File: src/rtl/rst_seq_fsm.sv
// Reset-release sequencer: staged release of NUM_STAGE reset domains after POR,
// maskable warm-reset merge, minimum hold time, and warm-reset cause/count status.
module rst_seq_fsm #(
    parameter int unsigned NUM_REQ     = 4,
    parameter int unsigned NUM_STAGE   = 4,
    parameter int unsigned CNT_W       = 8,
    parameter int unsigned POR_DELAY   = 8,
    parameter int unsigned STAGE_DELAY = 8,
    parameter int unsigned MIN_HOLD    = 4
) (
    input  logic                 clk_i,
    input  logic                 rst_n_i,
    input  logic [NUM_REQ-1:0]   req_i,
    input  logic [NUM_REQ-1:0]   req_en_i,
    output logic [NUM_STAGE-1:0] stage_release_o,
    output logic                 boot_done_o,
    output logic [NUM_REQ-1:0]   rst_cause_o,
    output logic [7:0]           rst_cnt_o
);

    typedef enum logic [1:0] {
        POR_WAIT = 2'd0,
        RELEASE  = 2'd1,
        WORKING  = 2'd2,
        HOLD     = 2'd3
    } state_e;

    localparam logic [CNT_W-1:0] POR_LAST  = CNT_W'(POR_DELAY - 1);
    localparam logic [CNT_W-1:0] STG_LAST  = CNT_W'(STAGE_DELAY - 1);
    localparam logic [CNT_W-1:0] HOLD_LAST = CNT_W'(MIN_HOLD - 1);

    state_e               state_q, state_d;
    logic [CNT_W-1:0]     cnt_q, cnt_d;
    logic [NUM_STAGE-1:0] stage_d;
    logic                 boot_d;
    logic [NUM_REQ-1:0]   cause_d;
    logic [7:0]           rcnt_d;
    logic [NUM_REQ-1:0]   masked_req;
    logic                 req;
    logic                 last_stage;

    assign masked_req = req_i & req_en_i;
    assign req        = |masked_req;
    assign last_stage = stage_release_o[NUM_STAGE-1];

    always_ff @(posedge clk_i or negedge rst_n_i) begin
        if (!rst_n_i) begin
            state_q         <= POR_WAIT;
            cnt_q           <= '0;
            stage_release_o <= '0;
            boot_done_o     <= 1'b0;
            rst_cause_o     <= '0;
            rst_cnt_o       <= '0;
        end else begin
            state_q         <= state_d;
            cnt_q           <= cnt_d;
            stage_release_o <= stage_d;
            boot_done_o     <= boot_d;
            rst_cause_o     <= cause_d;
            rst_cnt_o       <= rcnt_d;
        end
    end

    always_comb begin
        state_d = state_q;
        cnt_d   = cnt_q;
        unique case (state_q)
            POR_WAIT: begin
                if (req) begin
                    cnt_d = '0;
                end else if (cnt_q == POR_LAST) begin
                    state_d = RELEASE;
                    cnt_d   = '0;
                end else begin
                    cnt_d = cnt_q + CNT_W'(1);
                end
            end
            RELEASE: begin
                if (req) begin
                    state_d = HOLD;
                    cnt_d   = '0;
                end else if (cnt_q == STG_LAST) begin
                    cnt_d = '0;
                    if (last_stage) state_d = WORKING;
                end else begin
                    cnt_d = cnt_q + CNT_W'(1);
                end
            end
            WORKING: begin
                if (req) begin
                    state_d = HOLD;
                    cnt_d   = '0;
                end
            end
            HOLD: begin
                if (cnt_q == HOLD_LAST) begin
                    if (!req) begin
                        state_d = RELEASE;
                        cnt_d   = '0;
                    end
                end else begin
                    cnt_d = cnt_q + CNT_W'(1);
                end
            end
            default: begin
                state_d = POR_WAIT;
                cnt_d   = '0;
            end
        endcase
    end

    // Next values of the registered outputs; a request always wins over a stage boundary.
    always_comb begin
        stage_d = stage_release_o;
        boot_d  = boot_done_o;
        cause_d = rst_cause_o;
        rcnt_d  = rst_cnt_o;
        unique case (state_q)
            POR_WAIT: begin
                if (!req && cnt_q == POR_LAST) stage_d = NUM_STAGE'(1);
            end
            RELEASE, WORKING: begin
                if (req) begin
                    stage_d = '0;
                    boot_d  = 1'b0;
                    cause_d = masked_req;
                    rcnt_d  = (rst_cnt_o == 8'hFF) ? rst_cnt_o : rst_cnt_o + 8'd1;
                end else if (state_q == RELEASE && cnt_q == STG_LAST) begin
                    if (last_stage) boot_d = 1'b1;
                    else            stage_d = NUM_STAGE'({stage_release_o, 1'b1});
                end
            end
            HOLD: begin
                cause_d = rst_cause_o | masked_req;
                if (!req && cnt_q == HOLD_LAST) stage_d = NUM_STAGE'(1);
            end
            default: begin
                stage_d = '0;
                boot_d  = 1'b0;
            end
        endcase
    end

endmodule

File: config.mk
export PLATFORM = sky130hd
export DESIGN_NAME = rst_seq_fsm
export DESIGN_NICKNAME = d
export VERILOG_FILES = /design/src/rtl/rst_seq_fsm.sv
export SDC_FILE = /design/constraint.sdc
export NUM_CORES = 1
export LEC_CHECK = 0
export BUFFER_PORTS_ARGS = -buffer_cell sky130_fd_sc_hd__buf_2
export CORE_MARGIN = 2
export CORE_UTILIZATION = 30
export DETAILED_ROUTE_END_ITERATION = 8
export GPL_TIMING_DRIVEN = 0
export HOLD_SLACK_MARGIN = 0.03
export PLACE_DENSITY = 0.47
export SETUP_SLACK_MARGIN = 0.5
export SLEW_MARGIN = 20
export SYNTH_ARGS = -nofsm -noshare
export SYNTH_HDL_FRONTEND = slang
export SYNTH_SLANG_ARGS = --single-unit
File: constraint.sdc
create_clock -name clk_i -period 2.4 [get_ports clk_i]
set_input_delay 0.36 -clock clk_i [delete_from_list [all_inputs] [get_ports clk_i]]
set_output_delay 0.36 -clock clk_i [all_outputs]
set_load 0.02 [all_outputs]
# After elaboration in Yosys (flattened, before gate mapping)
# Cells that the tools add are included.
[word_totals]
ff_bits = 27
input_bits = 10
output_inout_bits = 17
[op_classes]
addsub = 2
n_eq_ne = 19
n_mux = 26
n_bitwise = 3
n_reduce_logical = 18
[ops]
columns = ["operator", "n"]
rows = [
  ["8-bit 2-to-1 mux", 5],
  ["4-bit 2-to-1 mux", 6],
  ["8-bit one-hot mux with 3 select lines", 1],
  ["8-bit by 1-bit adder with 8-bit output (second input constant)", 2],
  ["2-bit 2-to-1 mux", 8],
  ["2-bit != test (second input constant)", 8],
  ["3-bit != test (second input constant)", 5],
  ["4-bit one-hot mux with 3 select lines", 1],
  ["3-bit AND reduction", 3],
  ["8-bit by 2-bit == test with 1-bit output (second input constant)", 1],
  ["8-bit by 3-bit == test with 1-bit output (second input constant)", 1],
  ["8-bit == test (second input constant)", 1],
  ["2-bit one-hot mux with 4 select lines", 1],
  ["4-bit one-hot mux with 2 select lines", 1],
  ["7-bit AND reduction", 1],
  ["2-bit nonzero test", 3],
  ["4-bit AND", 1],
  ["2-bit == test (second input constant)", 2],
  ["4-bit OR", 1],
  ["2-bit AND reduction", 2],
  ["4-bit AND reduction", 1],
  ["2-bit OR reduction", 2],
  ["4-bit OR reduction", 1],
  ["1-bit logical AND", 3],
  ["other kinds (5)", 7],
]

# Longest topological paths before layout
[logic_depth]
ltp_word = 6
depth_mapped = 7
mapped_depth_nobuf = 7

# Least setup slack after synthesis
# Ideal clock, no wire load.
[synth_timing]
path_type = "reg2reg"
start = "register cnt_q[0]"
end = "register state_q[1]"
setup_time_ns = 0.128
arrival_ns = 1.947
path_slack_ns = 0.325
stages_incl_launch_ff = 7
path_buffers = 0
cell_sequence = "dfrtp_1 ha_1 or4b_4 nor4b_2 a211oi_1 nor2_2 mux2_1"
[synth_via]
elab_chain_len = 3
[synth_lines]
columns = ["item", "line", "text"]
rows = [
  ["start: declaration", "33", "logic [CNT_W-1:0] cnt_q, cnt_d;"],
  ["start signal: assignment", "56", "cnt_q <= cnt_d;"],
  ["8-bit by 3-bit == test with 1-bit output or 8-bit by 2-bit == test with 1-bit output (tied branches)", "71, 82, 96", ""],
  ["3-bit != test (no line) or 2-bit != test (tied branches)", "-", ""],
  ["7-bit AND reduction (no line) (*)", "-", ""],
  ["end signal: assignment", "55", "state_q <= state_d;"],
  ["end: declaration", "32", "state_e state_q, state_d;"],
]
# Every way passes the cells marked *; elsewhere a longest branch is shown, timed or not.
# A chain may end at the register's enable or synchronous reset.

# Final worst setup path
[layout_timing]
start = "register cnt_q[0]"
end = "register cnt_q[0]"
[layout_via]
elab_chain_len = 4
[layout_lines]
columns = ["item", "line", "text"]
rows = [
  ["8-bit by 1-bit adder with 8-bit output or 8-bit by 3-bit == test with 1-bit output (tied branches)", "-", ""],
  ["8-bit 2-to-1 mux", "71, 82", ""],
  ["8-bit 2-to-1 mux", "69", "if (req) begin"],
  ["8-bit one-hot mux with 3 select lines", "67", "unique case (state_q)"],
]
# Parallel ways exist; a longest one is shown, timed or not.

==> impl.org <==
** Worst setup path
- Among all stages on the critical path, the largest delay is contributed by sky130_fd_sc_hd__or4b_4.
- Setup crit start kind :: flip-flop
- The critical path crosses 6 cells after its start point.
- In this design, the stage delay of the slowest critical-path cell is 510 ps.
- Worst setup path class :: flip-flop to flip-flop
- Flop2flop setup slack :: 410 ps
- Endpoint type of the worst setup path :: flip-flop
- Critical path's top delay family :: simple AND/OR/NAND/NOR gates
- Path depth of the worst reg2reg path :: 6
- The number of buffers and inverters on the critical path is 0.
- Walking the worst path, the cells encountered are ha_4, or4b_4, nor2_2, nand2_2, o221a_1, mux2_2.
- Required time of the worst setup path :: 2560 ps
- Data arrival time of the critical path :: 2160 ps
- In this run the worst path has a maximum fanout of 4.

** Yosys
- Summing the areas of all and, or, nand and nor instances in the mapped netlist gives 23.7% of the synthesized area.
- The netlist uses 47 different library cells.
- The mapped netlist covers 1510 µm².
- For this run, the leading register cell type out of synthesis is sky130_fd_sc_hd__dfrtp_1.
- Sequential area share after synthesis :: 44.7%
- Synthesis produced a netlist with a net count of 156.
- Portion of netlist area occupied by mux cells :: 2.89%
- After Yosys synthesis, XOR and XNOR cells account for 6.95% of the synthesized area.
- In the synthesized netlist, the number of instances is 140.
- Synthesis Warnings :: 0
- Post-synth EDFFs :: 0
- Mean instance size in the synthesized netlist :: 10.8 µm²
- Summing the areas of all compound-gate instances in the mapped netlist gives 15.1% of the synthesized area.
- Post-synthesis share of cell area spent on full adders, half adders and majority gates :: 4.96%
- Fraction of registers with async set/reset :: 100%
- After synthesis, the largest family of logic cells by area is simple AND/OR/NAND/NOR gates.
- In this run, synthesis produced a sequential element count of 27.

** Final layout
- Number of antenna repair diodes :: 0
- At the end of the flow, the number of nets in the layout was 195.
- From synthesis to final layout, the design area changed by 26.0%.
- Post-Layout Inst Area :: 1910 µm²
- The post-route netlist has 38.2% of its cells at a drive strength greater than 1.
- Most common library cell in the layout ignoring fill and taps :: sky130_fd_sc_hd__buf_2
- Final non-filler cell total :: 245
- In the layout the commonest cells are 26 x sky130_fd_sc_hd__buf_2, 24 x sky130_fd_sc_hd__dfrtp_1, 15 x sky130_fd_sc_hd__nor2_1.

** STA
- The routed design could run at a clock period as short as 1990 ps.
- Least-Margin Pin Slew :: 629 ps
- Setup violations remaining at the end of the flow were counted as 0.
- Headroom to the max-slew limit :: 58.0%
- Number of pins exceeding their max-slew limit in the final report :: 0
- Setup repair after global routing missed its margin :: true
- Clock Skews :: 8.21 ps
- For this run, the top clock speed supported by timing is 0.501 GHz.
- The final number of hold-violating endpoints is 0.
- Final period util :: 83.1%
- Post-Route Setup TNS :: 0 ps

** Floorplan
- Top-level I/O count :: 27
- The floorplan has 25 rows.
- Once the floorplan was initialized, standard cells occupied 31.6% of the core.
- From bottom edge to top edge, the die measures 75.0 µm.
- The die covers 5630 µm².
- Measured along the x axis, the die boundary spans 75.0 µm.
- In this run the standard cell core region covers 4790 µm².

** CTS
- Clock-pin transition on the worst setup and hold timing paths :: 100 ps
- Clock H-tree levels :: 1
- CTS root buffer :: sky130_fd_sc_hd__clkbuf_8
- Number of buffers created by CTS :: 3
- Clock tree from TritonCTS :: built
- Worst-Skew Late Latency :: 280 ps
- Buffers from clock root to sink, at most :: 2
- The clock drives 27 sinks.

** Route
- Via total after detailed routing :: 1198
- Remaining DRCs :: 0
- In the final routed layout, each cell accounts on average for 13.6 µm.
- The first TritonRoute pass finished after 4 iterations.
- For this block, the initial DRC count from the detailed router was 47.
- Vias/cell :: 4.89
- In this run the remaining antenna-violating nets after routing total 0.
- Routed Wire Length :: 3.34 mm

** Job
- Count of max-cap constraint violations :: 0

** Status
- Status :: complete, no violations

** Placement
- In this run the tool buffered the top-level ports with 26 buffer cells.
- Summing all placed instances gives a cell area of 1760 µm².
- Global placer's final weighted congestion :: 0.741
- Placed insts :: 233
- HPWL after detailed placement :: 2.45 mm

** Global route
- The first global-routing pass estimated 5.45 mm of wire.
- Vias in the first global route :: 1111
- Largest net degree at the start of global routing :: 28
- Total track usage :: 12.9%
- Overall overflow remaining after global route :: 0
- The number of antenna violations at the first check in global routing was 0.

** Power
- The worst-case IR drop observed on VDD is 0.000471 V.
- For this design the ratio of total power to cell area is 1150 nW/µm².
- Reported leakage power :: 0.872 nW

** Min path
- The worst hold path belongs to the class input port to async pin.
-- cell families (layout without fill, tap and decap cells) --
kind of cell | count (synthesis) | count (layout)
xor+xnor | 12 | 12
fa+ha+maj | 6 | 6
compound gates | 28 | 28
buf+inv | 6 | 44
mux | 4 | 4
simple gates | 57 | 57
flops | 27 | 27
-- what timing repair did --
item                       4_1_cts  5_1_grt
setup endpoints to repair       14       13
resized for setup                7        6
hold buffers                     0        0
setup buffers                    6        2
pin swaps                        6        3
-- registers in the layout (all words and copies together), names as in the netlist --
name,count
stage_release_o,4
state_q,2
cnt_q,8
boot_done_o,1
rst_cnt_o,8
rst_cause_o,4
-- worst reg2reg max path, delay by kind of cell (launching register included) --
kind / cells / cell delay (ps)
simple gates: 3 / 820
flops: 1 / 400
compound gates: 1 / 280
mux: 1 / 260
fa+ha+maj: 1 / 130
-- cell type report --
class / count / area (µm²)
multi-input cells: 107 / 878
clock inverters: 1 / 5.00
inverters: 3 / 11.3
plain buffers: 3 / 16.3
fillers: 475 / 2880
flip-flops and latches: 27 / 679
clock buffers: 3 / 41.3
well taps: 67 / 83.8
repair buffers: 34 / 190
-- cells in the mapped netlist (all sizes together) (2+ instances only) --
master  number  area (µm²)
and3         5        32.5
nor2        19        78.8
nor4b        3        32.5
and2         2        12.5
xnor2        6        52.6
clkbuf       3        15.0
nand3        4        32.5
a22oi        6        55.1
xor2         6        52.6
o22a         2        17.5
dfrtp       27         676
mux2         3        33.8
inv          3        11.3
a21oi        5        36.3
o21ai        4        20.0
nand2        6        22.5
ha           6        75.1
nand4        9        56.3
-- path summary, 6_finish.rpt --
path	start	to
setup / recovery	cnt_q[0]	cnt_q[0]
hold / removal	rst_n_i	stage_release_o[1]
setup reg to reg	cnt_q[0]	cnt_q[0]
hold reg to reg	rst_cnt_o[5]	rst_cnt_o[5]
max in group asynchronous	rst_n_i	cnt_q[1]
min in group clk_i	req_en_i[1]	rst_cause_o[1]
-- power by group --
group	leakage, nW	total, W	internal [W]	switching [W]
logic	0.500	0.00119	0.000514	0.000675
clock network	0.0255	0.000264	0.000116	0.000148
registers	0.346	0.000735	0.000594	0.000142
-- metal layers --
layer / vias to the layer above / part of all wire (%) / wire length, µm / global-route usage [%]
li1: 599 / - / - / -
met1: 573 / 50 / 1660 / 17.8
met2: 22 / 45 / 1520 / 20.3
met3: 4 / 3.8 / 126 / 2.14
met4: 0 / 1.1 / 36 / 4.76
met5: - / 0 / 0 / 0
-- metrics by stage --
stage               hold slack [ps]  setup WS, ps  total power [W]  utilization (%)
CTS                             114           365          0.00218             39.2
global route                    131           334          0.00235             39.8
finish                         88.2           405          0.00219             39.8
floorplan                      64.4           394          0.00152                -
detailed placement              420           199          0.00181             36.7
global placement                406           234          0.00179             36.7
Power figures use the tool's default switching activity.
